File: src/rtl/pc_ctrl_pkg.sv
// Shared types and opcode constants for the program-counter fetch sequencer.
// The opcode is the upper nibble of the fetched instruction byte.
package pc_ctrl_pkg;

    typedef enum logic [3:0] {
        StIdle,
        StFetch,
        StIncOp,
        StDecode,
        StExecStart,
        StExecWait,
        StFetchTgt,
        StLoadTgt,
        StIncTgt,
        StHalt,
        StError
    } state_e;

    localparam logic [3:0] OP_NOP  = 4'h0;
    localparam logic [3:0] OP_JMP  = 4'hC;
    localparam logic [3:0] OP_JZ   = 4'hD;
    localparam logic [3:0] OP_JNZ  = 4'hE;
    localparam logic [3:0] OP_HALT = 4'hF;

    function automatic logic is_alu_op(input logic [3:0] op);
        return (op >= 4'h1) && (op <= 4'hB);
    endfunction

endpackage

File: src/rtl/pc_ctrl_watchdog.sv
// ALU-wait watchdog: cleared on ALU start, counts each enabled wait cycle and
// flags expiry on the cycle whose increment reaches Timeout-1.
module pc_ctrl_watchdog #(
    parameter int unsigned Timeout = 16
) (
    input  logic clk,
    input  logic reset,
    input  logic clear_i,
    input  logic enable_i,
    output logic expire_o
);

    localparam int unsigned TO_W = $clog2(Timeout + 1);
    // Timeout of 1 degenerates to expiring on the first waiting cycle.
    localparam logic [TO_W:0] ExpireAt = (TO_W + 1)'((Timeout > 1) ? Timeout - 1 : 1);

    logic [TO_W-1:0] count_q, count_d;
    logic [TO_W:0]   count_inc;

    assign count_inc = {1'b0, count_q} + (TO_W + 1)'(1);
    assign expire_o  = enable_i && (count_inc >= ExpireAt);

    always_comb begin
        count_d = count_q;
        if (clear_i) begin
            count_d = '0;
        end else if (enable_i) begin
            count_d = count_inc[TO_W-1:0];
        end
    end

    always_ff @(posedge clk or negedge reset) begin
        if (!reset) begin
            count_q <= '0;
        end else begin
            count_q <= count_d;
        end
    end

endmodule

File: src/rtl/pc_fetch_controller.sv
// Moore sequencer for an 8-bit program counter: fetches opcode bytes, drives
// PC increment/load, launches ALU ops and handles two-byte jumps.
module pc_fetch_controller
    import pc_ctrl_pkg::*;
#(
    parameter int unsigned ALU_TIMEOUT = 16
) (
    input  logic       clk,
    input  logic       reset,
    input  logic       start_i,
    input  logic [7:0] mem_rdata_i,
    input  logic       mem_ack_i,
    input  logic       alu_done_i,
    input  logic       zero_flag_i,
    output logic       mem_req_o,
    output logic       pc_inc_o,
    output logic       pc_load_o,
    output logic [7:0] pc_new_count_o,
    output logic       alu_start_o,
    output logic [3:0] alu_op_o,
    output logic       halted_o,
    output logic       error_o
);

    state_e     state_q, state_d;
    logic [3:0] ir_q, ir_d;
    logic [7:0] target_q, target_d;
    logic       taken_q, taken_d;
    logic       wd_clear, wd_enable, wd_expire;

    pc_ctrl_watchdog #(
        .Timeout(ALU_TIMEOUT)
    ) u_watchdog (
        .clk     (clk),
        .reset   (reset),
        .clear_i (wd_clear),
        .enable_i(wd_enable),
        .expire_o(wd_expire)
    );

    assign alu_op_o       = ir_q;
    assign pc_new_count_o = target_q;

    always_comb begin
        state_d     = state_q;
        ir_d        = ir_q;
        target_d    = target_q;
        taken_d     = taken_q;
        wd_clear    = 1'b0;
        wd_enable   = 1'b0;
        mem_req_o   = 1'b0;
        pc_inc_o    = 1'b0;
        pc_load_o   = 1'b0;
        alu_start_o = 1'b0;
        halted_o    = 1'b0;
        error_o     = 1'b0;

        case (state_q)
            StIdle: begin
                if (start_i) begin
                    state_d = StFetch;
                end
            end
            StFetch: begin
                mem_req_o = 1'b1;
                if (mem_ack_i) begin
                    ir_d    = mem_rdata_i[7:4];
                    state_d = StIncOp;
                end
            end
            StIncOp: begin
                pc_inc_o = 1'b1;
                state_d  = StDecode;
            end
            StDecode: begin
                if (ir_q == OP_NOP) begin
                    state_d = StFetch;
                end else if (is_alu_op(ir_q)) begin
                    state_d = StExecStart;
                end else if (ir_q == OP_HALT) begin
                    state_d = StHalt;
                end else begin
                    // Remaining opcodes are the three jump forms.
                    if (ir_q == OP_JMP) begin
                        taken_d = 1'b1;
                    end else if (ir_q == OP_JZ) begin
                        taken_d = zero_flag_i;
                    end else begin
                        taken_d = ~zero_flag_i;
                    end
                    state_d = StFetchTgt;
                end
            end
            StExecStart: begin
                alu_start_o = 1'b1;
                wd_clear    = 1'b1;
                state_d     = StExecWait;
            end
            StExecWait: begin
                // Completion takes priority over a coincident timeout.
                if (alu_done_i) begin
                    state_d = StFetch;
                end else begin
                    wd_enable = 1'b1;
                    if (wd_expire) begin
                        state_d = StError;
                    end
                end
            end
            StFetchTgt: begin
                mem_req_o = 1'b1;
                if (mem_ack_i) begin
                    target_d = mem_rdata_i;
                    state_d  = taken_q ? StLoadTgt : StIncTgt;
                end
            end
            StLoadTgt: begin
                pc_load_o = 1'b1;
                state_d   = StFetch;
            end
            StIncTgt: begin
                pc_inc_o = 1'b1;
                state_d  = StFetch;
            end
            StHalt: begin
                halted_o = 1'b1;
            end
            StError: begin
                error_o = 1'b1;
            end
            default: begin
                state_d = StIdle;
            end
        endcase
    end

    always_ff @(posedge clk or negedge reset) begin
        if (!reset) begin
            state_q  <= StIdle;
            ir_q     <= OP_NOP;
            target_q <= '0;
            taken_q  <= 1'b0;
        end else begin
            state_q  <= state_d;
            ir_q     <= ir_d;
            target_q <= target_d;
            taken_q  <= taken_d;
        end
    end

endmodule

File: config.mk
export PLATFORM = sky130hd
export DESIGN_NAME = pc_fetch_controller
export DESIGN_NICKNAME = d
export VERILOG_FILES = /design/src/rtl/pc_ctrl_pkg.sv /design/src/rtl/pc_ctrl_watchdog.sv /design/src/rtl/pc_fetch_controller.sv
export SDC_FILE = /design/constraint.sdc
export NUM_CORES = 1
export LEC_CHECK = 0
export ABC_AREA = 1
export CAP_MARGIN = 10
export CORE_ASPECT_RATIO = 2
export CORE_MARGIN = 1.5
export CORE_UTILIZATION = 45
export CTS_BUF_LIST = sky130_fd_sc_hd__clkbuf_2 sky130_fd_sc_hd__clkbuf_4 sky130_fd_sc_hd__clkbuf_8
export DETAILED_ROUTE_END_ITERATION = 7
export GPL_ROUTABILITY_DRIVEN = 0
export PLACE_DENSITY = 0.74
export SYNTH_ARGS = -nofsm -noshare
export SYNTH_HDL_FRONTEND = slang
export SYNTH_SLANG_ARGS = --single-unit
File: constraint.sdc
create_clock -name clk -period 1.8 [get_ports clk]
set_clock_uncertainty 0.1 [all_clocks]
set_input_delay 0.54 -clock clk [delete_from_list [all_inputs] [get_ports clk]]
set_output_delay 0.54 -clock clk [all_outputs]
set_load 0.1 [all_outputs]
* After elaboration in Yosys (flattened, before gate mapping) *
Cells that the tools add are included.

storage, ports and cells
  flip-flop bits (word level) = 22
  input port bits = 14
  output and inout bits = 18
  logic and storage cells = 66

operators by class
  add/sub/neg operators = 1
  order comparisons = 3
  equality and inequality tests = 17
  mux-type cells = 22
  bitwise logic cells = 5
  reduce and logical (&&, ||, !) cells = 13

operator list
  kind                                                    number
  2-to-1 mux 4 bit                                        9
  one-hot mux 4 bit (9 select lines)                      1
  == test 4 bit (second input constant)                   6
  == test 4 x 3 -> 1 bit (second input constant)          4
  2-to-1 mux 1 bit                                        10
  2-to-1 mux 5 bit                                        2
  == test 4 x 2 -> 1 bit (second input constant)          2
  logical NOT 4 bit                                       2
  OR reduction 2 bit                                      4
  adder 5 x 1 -> 6 bit (second input constant)            1
  >= comparator 6 x 4 -> 1 bit (second input constant)    1
  != test 2 bit (second input constant)                   3
  NOT 1 bit                                               5
  AND reduction 5 bit                                     1
  == test 4 x 1 -> 1 bit (second input constant)          1
  >= comparator 4 x 1 -> 1 bit (second input constant)    1
  less-or-equal comparator 4 bit (second input constant)  1
  AND reduction 2 bit                                     2
  AND reduction 4 bit                                     1
  != test 3 x 2 -> 1 bit (second input constant)          1
  logical AND 1 bit                                       2
  nonzero test 2 bit                                      1

* Logic depth before layout (Yosys ltp) *
Gate-level depths: netlist of the first run.

  depth in word-level cells = 6
  depth in mapped cells = 10
  gate-level depth less buffers = 10

* Cells and area by module *
Synthesis of the first run repeated with hierarchy kept, for this count alone.

second synthesis, totals
  cells, all modules = 196
  area, all modules = 1338.8 sq um

by module, submodules not included
  module               times used  cells an instance  area each (sq um)  sequential area each (sq um)
  pc_fetch_controller  1           151                1026.0             425.4
  pc_ctrl_watchdog     1           45                 312.8              125.1

* Worst setup path after synthesis of the first run *
Ideal clock, no wire load.

  path kind = reg2out
  start point = reg state_q[3]
  end point = out error_o
  arrival time = 1924 ps
  required time = 1160 ps
  path slack = -764 ps
  cell stages (with the launch flop) = 5
  buffers on the path = 0
  path through = dfrtp_1 inv_1 nor2_1 inv_1 nor2_1

between the ends
  cells in the longest elaborated chain, start to end = 2

ends and longest elaborated chain
  what                    line                        text
  start, declared         pc_fetch_controller.sv:25   state_e state_q, state_d;
  start signal, assigned  pc_fetch_controller.sv:139  state_q <= StIdle;
  start signal, assigned  pc_fetch_controller.sv:144  state_q <= state_d;
  == test 4 bit           pc_fetch_controller.sv:58   case (state_q)
  2-to-1 mux 1 bit        pc_fetch_controller.sv:58
  end, declared           pc_fetch_controller.sv:22   output logic error_o

No other way between the ends.

* Final worst setup path of the first run *
  start point = reg state_q[0]
  end point = out mem_req_o

between the ends
  cells in the longest elaborated chain, start to end = 3
  elaborated cells between the ends (all ways) = 4
  classes of those cells = eq/ne (2); mux (1); reduce/logical (1)

ends and longest elaborated chain
  what                                                              line                       text
  == test 4 x 3 -> 1 bit or == test 4 x 1 -> 1 bit (tied branches)  pc_fetch_controller.sv:58
  OR reduction 2 bit (no line) (*)                                  -
  2-to-1 mux 1 bit (*)                                              pc_fetch_controller.sv:58
  end, declared                                                     pc_fetch_controller.sv:15  output logic mem_req_o,

Every way passes the cells marked *; elsewhere a longest branch is shown, timed or not.

==> results.json, run 1 <==
{
  "root_buffer": "clkbuf_8",
  "ys_seq_elements": 22,
  "worstMarginPinSlew_ps": 358,
  "crit_path_start_kind": "flop",
  "rsz0062_at_grt": "true",
  "grt_pass1_vias": 1408,
  "worstPathRequired_ps": 1160,
  "via_per_inst": 5.48,
  "clk_pin_slew_ps": 80,
  "synth.top_cell.area_share_pct": 43.1,
  "cp_data_arrival_time_ps": 1370,
  "htreeDepth": 1,
  "final.setup.tns_ps": -1120,
  "path_depth": 6,
  "postCtsHoldBufs": 0,
  "cts_tree": "done",
  "ys.warnings.count": 0,
  "layout.nets": 239,
  "reg2reg_slack_ps": 80,
  "synth_top_area_cell": "dfrtp_1",
  "start_util_pct": 46.6,
  "crit_path_end": "mem_req_o",
  "hold_violations": 0,
  "cts_buffer_depth": 2,
  "port_buffers": 31,
  "r2r-start": "state_q[1]",
  "grt_max_degree": 23,
  "final.min_clock_period_ps": 2010,
  "failed_checks": "negative setup slack",
  "diodes": 0,
  "startpoint": "state_q[0]",
  "cp_common_cell": "nor2_4",
  "period_share_pct": 112,
  "drc": 0,
  "finalSetupViolations": 6,
  "worst_slack_ps": -208,
  "drtIter0Drc": 42,
  "num_rows": 27,
  "ys_seq_area_share_pct": 43.1,
  "ant_nets": 0,
  "num_io_pins": 32,
  "critPathKind": "reg2out",
  "synthTopCellsByArea": "dfrtp_1 (43%), nand2_1 (14%), inv_1 (7.1%)",
  "syn_inst": 168,
  "core_area_mm2": 0.00274,
  "dr.pass1.iters": 4,
  "worstHoldPathCells": 2,
  "synth.distinct_cells": 23,
  "clkSinkCount": 22,
  "antenna_found_initial": 0,
  "r2r_cells": 9,
  "worst-path-buf-inv": 3,
  "worst-path-max-fanout": 6,
  "r2r_end": "state_q[0]",
  "hold_path_class": "reg2reg",
  "overflow": 0,
  "slowest_stage": "dfrtp_2",
  "wire_per_inst_um": 15.7,
  "grt_pass1_wl_um": 6420,
  "yosysMostFrequentCell": "nand2_1",
  "end_kind": "primary output",
  "dieHeight_um": 78.3,
  "die_area_mm2": 0.00318,
  "drive_above_1_share_pct": 37.8,
  "die_w_um": 40.7,
  "synth_ff_type": "dfrtp_1",
  "grt.total_usage_pct": 29.6,
  "cts_made_buffers": 3,
  "outcome": "complete, but fails checks",
  "critPathTopFamily": "flip-flops",
  "synth.top_cells.by_count": "nand2_1 (48), inv_1 (24), dfrtp_1 (22)",
  "fmax_mhz": 498,
  "avgSynthCellArea_um2": 7.60,
  "syn_to_final_growth_pct": 65.4,
  "synth.cell_area_mm2": 0.00128,
  "vias": 1376,
  "async_flop_share_pct": 100,
  "crit_chain": "inv_2 -> nand2_4 -> nor2_4 -> nor2_4 -> clkinvlp_4 -> buf_12",
  "slew_viol_final": 0,
  "insertion_delay_ps": 280,
  "slew_headroom_pct": 76.1,
  "slowest_delay_ps": 470,
  "cap_violations": 0,
  "synth_edf_count": 0,
  "dp_hpwl_um": 2670,
  "syn_nets": 184,
  "wl_um": 3950
}
## metrics by stage
stage | area (µm²) | cells | setup WS (ps) | hold slack, ps | utilization, %
floorplan | 1310 | 168 | -147 | 144 | -
global placement | 1920 | 239 | 0.286 | 433 | 70.0
detailed placement | 1920 | 239 | -14.5 | 439 | 70.0
CTS | 2080 | 250 | -165 | 465 | 75.9
global route | 2110 | 251 | -271 | 494 | 77.1
finish | 2110 | 251 | -208 | 459 | 77.1
## logic make-up (layout without fill, tap and decap cells)
kind of cell / after synthesis / in the layout / share of synthesized area (%)
AOI/OAI and AO/OA: 22 / 22 / 9.80
adders and majority gates: 2 / 2 / 1.96
buffers and inverters: 28 / 82 / 8.92
DFF: 22 / 22 / 43.1
muxes: 4 / 4 / 4.12
and+or+nand+nor: 90 / 90 / 32.1
## timing repair
item / CTS / global route
setup buffers: 7 / 2
endpoints found under the setup margin: 6 / 10
gates cloned: 0 / 0
resized for setup: 17 / 8
pin swaps: 6 / 10
## final cells by class
type	count	area, µm²
clock buffer	4	55.1
fill	183	626
inverter	26	111
multi-input combinational	118	699
sequential	22	553
tap	29	36.3
timing repair buffer	52	656
## layer usage
layer | wire (µm) | vias up | GRT usage [%]
li1 | - | 644 | -
met1 | 1320 | 647 | 31.3
met2 | 2230 | 68 | 48.4
met3 | 215 | 17 | 5.08
met4 | 184 | 0 | 20.0
met5 | 0 | - | 0
## worst min-delay path, stage by stage (launching register included)
cell and delay [ps]:
dfrtp_1 400, nand2_1 60, o21ai_0 60
## state kept, by name (all words and copies together), names as in the netlist
register,cells
state_q,4
pc_new_count_o,8
u_watchdog.count_q,5
taken_q,1
alu_op_o,4
## worst min-delay path by stage
stage                                  from                end  slack, ps
after CTS                 pc_new_count_o[7]  pc_new_count_o[7]        460
after floorplan                       reset        alu_op_o[0]        140
after detailed placement  pc_new_count_o[7]  pc_new_count_o[7]        440
after global routing      pc_new_count_o[0]  pc_new_count_o[0]        490
after global placement    pc_new_count_o[7]  pc_new_count_o[7]        430
final                     pc_new_count_o[7]  pc_new_count_o[7]        460
## layout by cell type (no fill, tap or decap), drive strengths merged, types with 13 or more instances in the layout
| master | synthesis | final |
|---|---|---|
| nor2 | 19 | 19 |
| clkdlybuf4s50 | 0 | 13 |
| buf | 2 | 39 |
| nand2 | 52 | 52 |
| inv | 26 | 23 |
| o21ai | 16 | 16 |
| dfrtp | 22 | 22 |
| nand3 | 13 | 13 |
Power of run 1 is left out: the tool's default activity adds up to more than one toggle a clock period on the data nets, which glitch-free logic cannot reach.
==> inputs of run 2 (changes only) <==
Settings changed: CAP_MARGIN 10 to not set.
==> results of run 2 <==
Final layout, timing and power as in run 1 (identical DEF).
Power of run 2 is left out for the same reason.
==> inputs of run 3 (changes only) <==
Settings changed: CTS_CLUSTER_DIAMETER set to 150, SKIP_LAST_GASP set to 1.
==> results of run 3 <==
Final layout, timing and power as in run 1 (identical DEF).
Power of run 3 is left out for the same reason.
